### src/rtl/cell_ram_arbiter_if.sv
// Request/return and RAM command bundle for the cell RAM arbiter.
// slave = arbiter side, master = requesters plus RAM side.
interface cell_ram_arbiter_if #(
    parameter int ADDR_W = 12,
    parameter int DATA_W = 3
);
    logic              disp_req;
    logic [ADDR_W-1:0] disp_addr;
    logic              disp_valid;
    logic [DATA_W-1:0] disp_data;
    logic              ant_req;
    logic              ant_we;
    logic [ADDR_W-1:0] ant_addr;
    logic [DATA_W-1:0] ant_wdata;
    logic              ant_gnt;
    logic              ant_rvalid;
    logic [DATA_W-1:0] ant_rdata;
    logic              ant_starved;
    logic [ADDR_W-1:0] ram_addr;
    logic              ram_we;
    logic [DATA_W-1:0] ram_wdata;
    logic [DATA_W-1:0] ram_rdata;

    modport slave (
        input  disp_req, disp_addr, ant_req, ant_we, ant_addr, ant_wdata, ram_rdata,
        output disp_valid, disp_data, ant_gnt, ant_rvalid, ant_rdata, ant_starved,
               ram_addr, ram_we, ram_wdata
    );

    modport master (
        output disp_req, disp_addr, ant_req, ant_we, ant_addr, ant_wdata, ram_rdata,
        input  disp_valid, disp_data, ant_gnt, ant_rvalid, ant_rdata, ant_starved,
               ram_addr, ram_we, ram_wdata
    );
endinterface

### src/rtl/cell_ram_arbiter.sv
// Fixed-priority (display > ant) arbiter for one single-port cell RAM, with owner-tagged returns.
// Optional CELL_ARB_STATS_EN adds ant grant/stall counters with synchronous clear.
module cell_ram_arbiter #(
    parameter int ADDR_W    = 12,
    parameter int DATA_W    = 3,
    parameter int CNT_W     = 8,
    parameter int STARVE_TH = 200
) (
    input  logic clk,
    input  logic rst_n,
    cell_ram_arbiter_if.slave bus
`ifdef CELL_ARB_STATS_EN
    ,
    input  logic        stat_clr,
    output logic [31:0] stat_ant_grants,
    output logic [31:0] stat_ant_stall
`endif
);
    typedef enum logic [1:0] {TAG_NONE, TAG_DISP, TAG_ANT_RD} tag_e;

    localparam logic [CNT_W-1:0] TH = CNT_W'(STARVE_TH);

    logic              gnt;
    logic              stall;
    logic [ADDR_W-1:0] ram_addr_q, ram_addr_d;
    logic              ram_we_q, ram_we_d;
    logic [DATA_W-1:0] ram_wdata_q, ram_wdata_d;
    tag_e              tag_d;
    tag_e              tag_pipe_q [2];
    logic              disp_valid_q, ant_rvalid_q;
    logic [DATA_W-1:0] disp_data_q, ant_rdata_q;
    logic [CNT_W-1:0]  wait_q, wait_d;
    logic              starved_q;

    assign gnt   = ~bus.disp_req & bus.ant_req;
    assign stall = bus.ant_req & ~gnt;

    // Idle slots keep the address stable so the RAM sees no spurious toggling.
    always_comb begin
        ram_addr_d  = ram_addr_q;
        ram_we_d    = 1'b0;
        ram_wdata_d = ram_wdata_q;
        tag_d       = TAG_NONE;
        if (bus.disp_req) begin
            ram_addr_d = bus.disp_addr;
            tag_d      = TAG_DISP;
        end else if (gnt) begin
            ram_addr_d  = bus.ant_addr;
            ram_we_d    = bus.ant_we;
            ram_wdata_d = bus.ant_wdata;
            tag_d       = bus.ant_we ? TAG_NONE : TAG_ANT_RD;
        end
    end

    always_comb begin
        wait_d = '0;
        if (stall)
            wait_d = (wait_q == '1) ? wait_q : wait_q + 1'b1;
    end

    always_ff @(posedge clk or negedge rst_n) begin
        if (!rst_n) begin
            ram_addr_q    <= '0;
            ram_we_q      <= 1'b0;
            ram_wdata_q   <= '0;
            tag_pipe_q[0] <= TAG_NONE;
            tag_pipe_q[1] <= TAG_NONE;
            disp_valid_q  <= 1'b0;
            disp_data_q   <= '0;
            ant_rvalid_q  <= 1'b0;
            ant_rdata_q   <= '0;
            wait_q        <= '0;
            starved_q     <= 1'b0;
        end else begin
            ram_addr_q    <= ram_addr_d;
            ram_we_q      <= ram_we_d;
            ram_wdata_q   <= ram_wdata_d;
            tag_pipe_q[0] <= tag_d;
            tag_pipe_q[1] <= tag_pipe_q[0];
            // Stage 1 tag lines up with ram_rdata; the other owner's data holds.
            disp_valid_q  <= (tag_pipe_q[1] == TAG_DISP);
            ant_rvalid_q  <= (tag_pipe_q[1] == TAG_ANT_RD);
            if (tag_pipe_q[1] == TAG_DISP)   disp_data_q <= bus.ram_rdata;
            if (tag_pipe_q[1] == TAG_ANT_RD) ant_rdata_q <= bus.ram_rdata;
            wait_q        <= wait_d;
            starved_q     <= (wait_q >= TH);
        end
    end

    assign bus.ant_gnt     = gnt;
    assign bus.ram_addr    = ram_addr_q;
    assign bus.ram_we      = ram_we_q;
    assign bus.ram_wdata   = ram_wdata_q;
    assign bus.disp_valid  = disp_valid_q;
    assign bus.disp_data   = disp_data_q;
    assign bus.ant_rvalid  = ant_rvalid_q;
    assign bus.ant_rdata   = ant_rdata_q;
    assign bus.ant_starved = starved_q;

`ifdef CELL_ARB_STATS_EN
    logic [31:0] grants_q, stall_cnt_q;

    always_ff @(posedge clk or negedge rst_n) begin
        if (!rst_n) begin
            grants_q    <= '0;
            stall_cnt_q <= '0;
        end else if (stat_clr) begin
            grants_q    <= '0;
            stall_cnt_q <= '0;
        end else begin
            if (gnt)   grants_q    <= grants_q + 32'd1;
            if (stall) stall_cnt_q <= stall_cnt_q + 32'd1;
        end
    end

    assign stat_ant_grants = grants_q;
    assign stat_ant_stall  = stall_cnt_q;
`endif
endmodule

### src/flat_wrapper.sv
// flat-port wrapper written by rule: the top's interface ports become plain ports
module cell_ram_arbiter_flat 
#(
    parameter int ADDR_W    = 12,
    parameter int DATA_W    = 3,
    parameter int CNT_W     = 8,
    parameter int STARVE_TH = 200
)
  (clk, rst_n, bus_disp_req, bus_disp_addr, bus_ant_req, bus_ant_we, bus_ant_addr, bus_ant_wdata, bus_ram_rdata, bus_disp_valid, bus_disp_data, bus_ant_gnt, bus_ant_rvalid, bus_ant_rdata, bus_ant_starved, bus_ram_addr, bus_ram_we, bus_ram_wdata);
  cell_ram_arbiter_if #(.ADDR_W(ADDR_W), .DATA_W(DATA_W)) bus_i ();
  input  logic clk;
  input  logic rst_n;
  input wire logic [$bits(bus_i.disp_req)-1:0] bus_disp_req;
  input wire logic [$bits(bus_i.disp_addr)-1:0] bus_disp_addr;
  input wire logic [$bits(bus_i.ant_req)-1:0] bus_ant_req;
  input wire logic [$bits(bus_i.ant_we)-1:0] bus_ant_we;
  input wire logic [$bits(bus_i.ant_addr)-1:0] bus_ant_addr;
  input wire logic [$bits(bus_i.ant_wdata)-1:0] bus_ant_wdata;
  input wire logic [$bits(bus_i.ram_rdata)-1:0] bus_ram_rdata;
  output wire logic [$bits(bus_i.disp_valid)-1:0] bus_disp_valid;
  output wire logic [$bits(bus_i.disp_data)-1:0] bus_disp_data;
  output wire logic [$bits(bus_i.ant_gnt)-1:0] bus_ant_gnt;
  output wire logic [$bits(bus_i.ant_rvalid)-1:0] bus_ant_rvalid;
  output wire logic [$bits(bus_i.ant_rdata)-1:0] bus_ant_rdata;
  output wire logic [$bits(bus_i.ant_starved)-1:0] bus_ant_starved;
  output wire logic [$bits(bus_i.ram_addr)-1:0] bus_ram_addr;
  output wire logic [$bits(bus_i.ram_we)-1:0] bus_ram_we;
  output wire logic [$bits(bus_i.ram_wdata)-1:0] bus_ram_wdata;
  assign bus_i.disp_req = bus_disp_req;
  assign bus_i.disp_addr = bus_disp_addr;
  assign bus_i.ant_req = bus_ant_req;
  assign bus_i.ant_we = bus_ant_we;
  assign bus_i.ant_addr = bus_ant_addr;
  assign bus_i.ant_wdata = bus_ant_wdata;
  assign bus_i.ram_rdata = bus_ram_rdata;
  assign bus_disp_valid = bus_i.disp_valid;
  assign bus_disp_data = bus_i.disp_data;
  assign bus_ant_gnt = bus_i.ant_gnt;
  assign bus_ant_rvalid = bus_i.ant_rvalid;
  assign bus_ant_rdata = bus_i.ant_rdata;
  assign bus_ant_starved = bus_i.ant_starved;
  assign bus_ram_addr = bus_i.ram_addr;
  assign bus_ram_we = bus_i.ram_we;
  assign bus_ram_wdata = bus_i.ram_wdata;
  cell_ram_arbiter #(.ADDR_W(ADDR_W), .DATA_W(DATA_W), .CNT_W(CNT_W), .STARVE_TH(STARVE_TH)) u_core (.clk(clk), .rst_n(rst_n), .bus(bus_i));
endmodule
### config.mk
export PLATFORM = sky130hd
export DESIGN_NAME = cell_ram_arbiter_flat
export DESIGN_NICKNAME = d
export VERILOG_FILES = /design/src/rtl/cell_ram_arbiter_if.sv /design/src/rtl/cell_ram_arbiter.sv /design/src/flat_wrapper.sv
export SDC_FILE = /design/constraint.sdc
export NUM_CORES = 1
export LEC_CHECK = 0
export ABC_CLOCK_PERIOD_IN_PS = 2020
export CAP_MARGIN = 20
export CORE_ASPECT_RATIO = 2
export CORE_UTILIZATION = 43
export CTS_CLUSTER_SIZE = 12
export DETAILED_ROUTE_END_ITERATION = 10
export GPL_TIMING_DRIVEN = 1
export MAX_ROUTING_LAYER = met4
export PLACE_DENSITY_LB_ADDON = 0.05
export RECOVER_POWER = 100
export SLEW_MARGIN = 5
export SYNTH_ARGS = -nofsm -noshare
export SYNTH_HDL_FRONTEND = slang
export SYNTH_SLANG_ARGS = --single-unit
### constraint.sdc
create_clock -name clk -period 2.02 [get_ports clk]
set_input_delay 0.404 -clock clk [delete_from_list [all_inputs] [get_ports clk]]
set_output_delay 0.404 -clock clk [all_outputs]
set_load 0.05 [all_outputs]
==> results.md <==
* Crit-path slowest cell: dlygate4sd3_1
* Setup CP Type: flip-flop to primary output
* Die height at 88.75 um
* RSZ-0062 raised after global routing: false
* Layout cell share with drive strength beyond 1 at 10.78%
* Final wirelength at approximately 3700 um
* Sequential element share of the synthesized area at 57.23%
* FMAX at 0.5183 GHz
* Antenna diode count at 0
* Worst path cell trace: dlygate4sd3_1
* Most frequent cells after synthesis: dfrtp_1 (37), nand2_1 (14), o21ai_0 (14)
* Worst-case clock buffer depth at 2
* CP bufs+invs at 1
* Final Cell Area at 2317 um^2
* Post-Synth XOR/XNOR Area at 0%
* Worst path max stage delay at 880 ps
* DR pass1 iterations at 4
* End of the worst register-to-register path: u_core.wait_q[3]
* R2r setup slk at 490 ps
* Final Hold Viols at 0
* Syn Area/Cell at 11.39 um^2
* PD cells at 778.3 nW/um^2
* Die area at 4026 um^2
* Detail Route Antenna Nets at 0
* Top_reg_cell synth: dfrtp_1
* Post-synth EDFFs at 0
* Slew Viols, Final at 0
* Total power at 1.803 mW
* Layout Skew at 4.399 ps
* Cell count after synthesis at 142
* Most common cell in the synthesized netlist: dfrtp_1
* Gr ovfl total at 0
* Min-delay src: u_core.tag_pipe_q[2]
* Port bufs at 60
* Syn nets at between 150 and 200
* Post-synth ARST share at 100.0%
* Resized Gates After CTS at 0
* GPL Wtd Cong at about 0.83
* Placed Area at between 2000 and 2500 um^2
* Final #Nets at 240
* Worst slew margin at ~9.8%
* Period utilisation layout at 95.51%
* Post-CTS Hold Buffers at 0
* Row count at 31
* Die X at approximately 45 um
* Core area at 3607 um^2
* Adder-Cell Fraction of Synth Area at 1.547%
* Reg2reg start: u_core.wait_q[0]
* Top cells by area, synth: dfrtp_1 (57%), mux2i_1 (7.4%), mux2_2 (6.3%)
* Top-level I/O count at 61
* Largest fanout on the critical path at 2
* Hold depth at 0
* Detailed-route DRC error count at 0
* Initial antenna violation count at 0
* CP delay by family, top: buffers and inverters
* Vias per cell at 5.115
* Count of cell types in the netlist at 28
* DRT iter0 DRCs at 17
* Status: finished clean
* Post-Syn Area at 1618 um^2
* WP data required at around 1600 ps
* Area Growth Syn to Fin at 43.23%
* Startpoint types: flip-flop
* First-pass GRT wire length at 5816 um
* Via Count at 1294
* Initial Util at between 40% and 50%
* WP data arrival at between 1500 and 2000 ps
* Setup Viol. Count Final at 0
* Worst hold path type: flip-flop to flip-flop
* Number of global-route vias before repair at 1343
* Yosys reg bits at 37
* Num Clock Sinks at 37
* CTS Root Buffer Type: clkbuf_8
* Mux share of post-synthesis cell area at between 10% and 20%
* CTS tree: yes
* Gr usage total at 20.86%
* Maximum VDD drop at 0.0005624 V
* Post-synth top area share at 57.23%
* Compound-Gate Fraction of Synth Area at 10.29%
* Largest net degree at the start of global routing at 27
* Post-Synth Simple-Gate Area at between 10% and 20%
* Slew @ Worst Pin at 1353 ps
* Clk Latency, worst-skew pair at 280 ps
* Setup TNS at 0 ps
* Dpl hpwl at 2896 um
* Max cap viols at 0
* Endpoint of the worst hold path: u_core.tag_pipe_q[0]
* Largest family of logic cells by synthesized area: multiplexers
* Setup Buffers After CTS at 0
* TritonCTS Buffers at 5
* H-tree depth reported by CTS at 2
* Clk slew on worst S/H paths at 70 ps
* Fin crit period at 1929 ps
* Warnings from Yosys at 0
* Leading area contributor after synthesis: dfrtp_1
* WL/cell at 14.63 um
* P_leak at 1.022 nW
* Depth of the worst register-to-register path at 4
* Crit path capture type: primary output
layout make-up:
| cell class | count | area [um^2] |
|---|---|---|
| clock inverter | 3 | 17.52 |
| inverter | 4 | 15.01 |
| multi-input combinational | 89 | 609.3 |
| timing repair buffer | 66 | 619.3 |
| clock buffer | 5 | 68.82 |
| tap | 49 | 61.31 |
| fill | 309 | 1290 |
| sequential | 37 | 925.9 |
cells in the final DEF (no fill, tap or decap):
cell type,instances
dlygate4sd3_1,24
nor2b_1,3
and3_1,2
dfrtp_1,37
nor2_1,1
mux2_2,9
ha_1,2
a211oi_1,3
o21ai_1,1
nor3b_1,1
nor4_1,1
nand2b_1,1
nand4_1,2
clkbuf_1,5
clkbuf_4,1
nand3_1,6
o311a_2,1
clkinvlp_4,1
clkbuf_2,1
o21ai_0,14
and4_4,1
inv_1,4
and2_1,1
nor3_1,4
clkdlybuf4s50_1,34
and4_1,1
nand2_1,14
a21oi_1,3
clkbuf_8,5
a2111o_1,1
mux2i_1,12
a31oi_1,5
buf_4,1
clkinv_2,2
routing by layer:
metal | vias to the layer above | wire length (um) | GRT usage, %
li1 | 625 | - | -
met1 | 609 | 1293 | 21.02
met2 | 50 | 2159 | 36.63
met3 | 10 | 148 | 3.265
met4 | 0 | 99 | 11.29
met5 | - | 0 | -
sequential cells by signal (all words and copies together) (netlist names):
register	cells
u_core.bus.ant_rdata	3
u_core.bus.ant_rvalid	1
u_core.bus.ant_starved	1
u_core.bus.disp_data	3
u_core.bus.disp_valid	1
u_core.bus.ram_addr	12
u_core.bus.ram_wdata	3
u_core.bus.ram_we	1
u_core.tag_pipe_q	4
u_core.wait_q	8
kinds of logic (layout without fill, tap and decap cells):
family | after synthesis | count (layout)
flip-flops | 37 | 37
buffers and inverters | 16 | 78
AND/OR/NAND/NOR | 38 | 38
multiplexers | 21 | 21
adder cells (fa/ha/maj) | 2 | 2
AO/OA/AOI/OAI | 28 | 28
worst max-delay path by stage:
stage / startpoint / endpoint / cells after the start
after floorplan: u_core.wait_q[0] / u_core.wait_q[3] / 5
after global placement: bus_ant_req / bus_ant_gnt / 4
after detailed placement: bus_ant_req / u_core.wait_q[3] / 5
after CTS: u_core.bus.ram_addr[3] / bus_ram_addr[3] / 1
after global routing: u_core.bus.ant_rdata[1] / bus_ant_rdata[1] / 1
final: u_core.bus.ram_addr[9] / bus_ram_addr[9] / 1
power breakdown:
group          internal [mW]  switching, mW
combinational          0.180          0.293
sequential             0.800         0.0313
clock                  0.238          0.261
total                   1.22          0.586
per-stage QoR:
stage          setup WS (ps)  util (%)  hold WS [ps]  std cells
5_1_grt                58.56     64.24         383.2        253
2_1_floorplan          545.6         -         108.4        142
3_5_place_dp           246.3     62.71         347.2        245
6_report               90.62     64.24         361.5        253
4_1_cts                138.4     65.11         126.4        253
3_3_place_gp           289.2     62.71         334.1        245
Power figures use the tool's default switching activity.
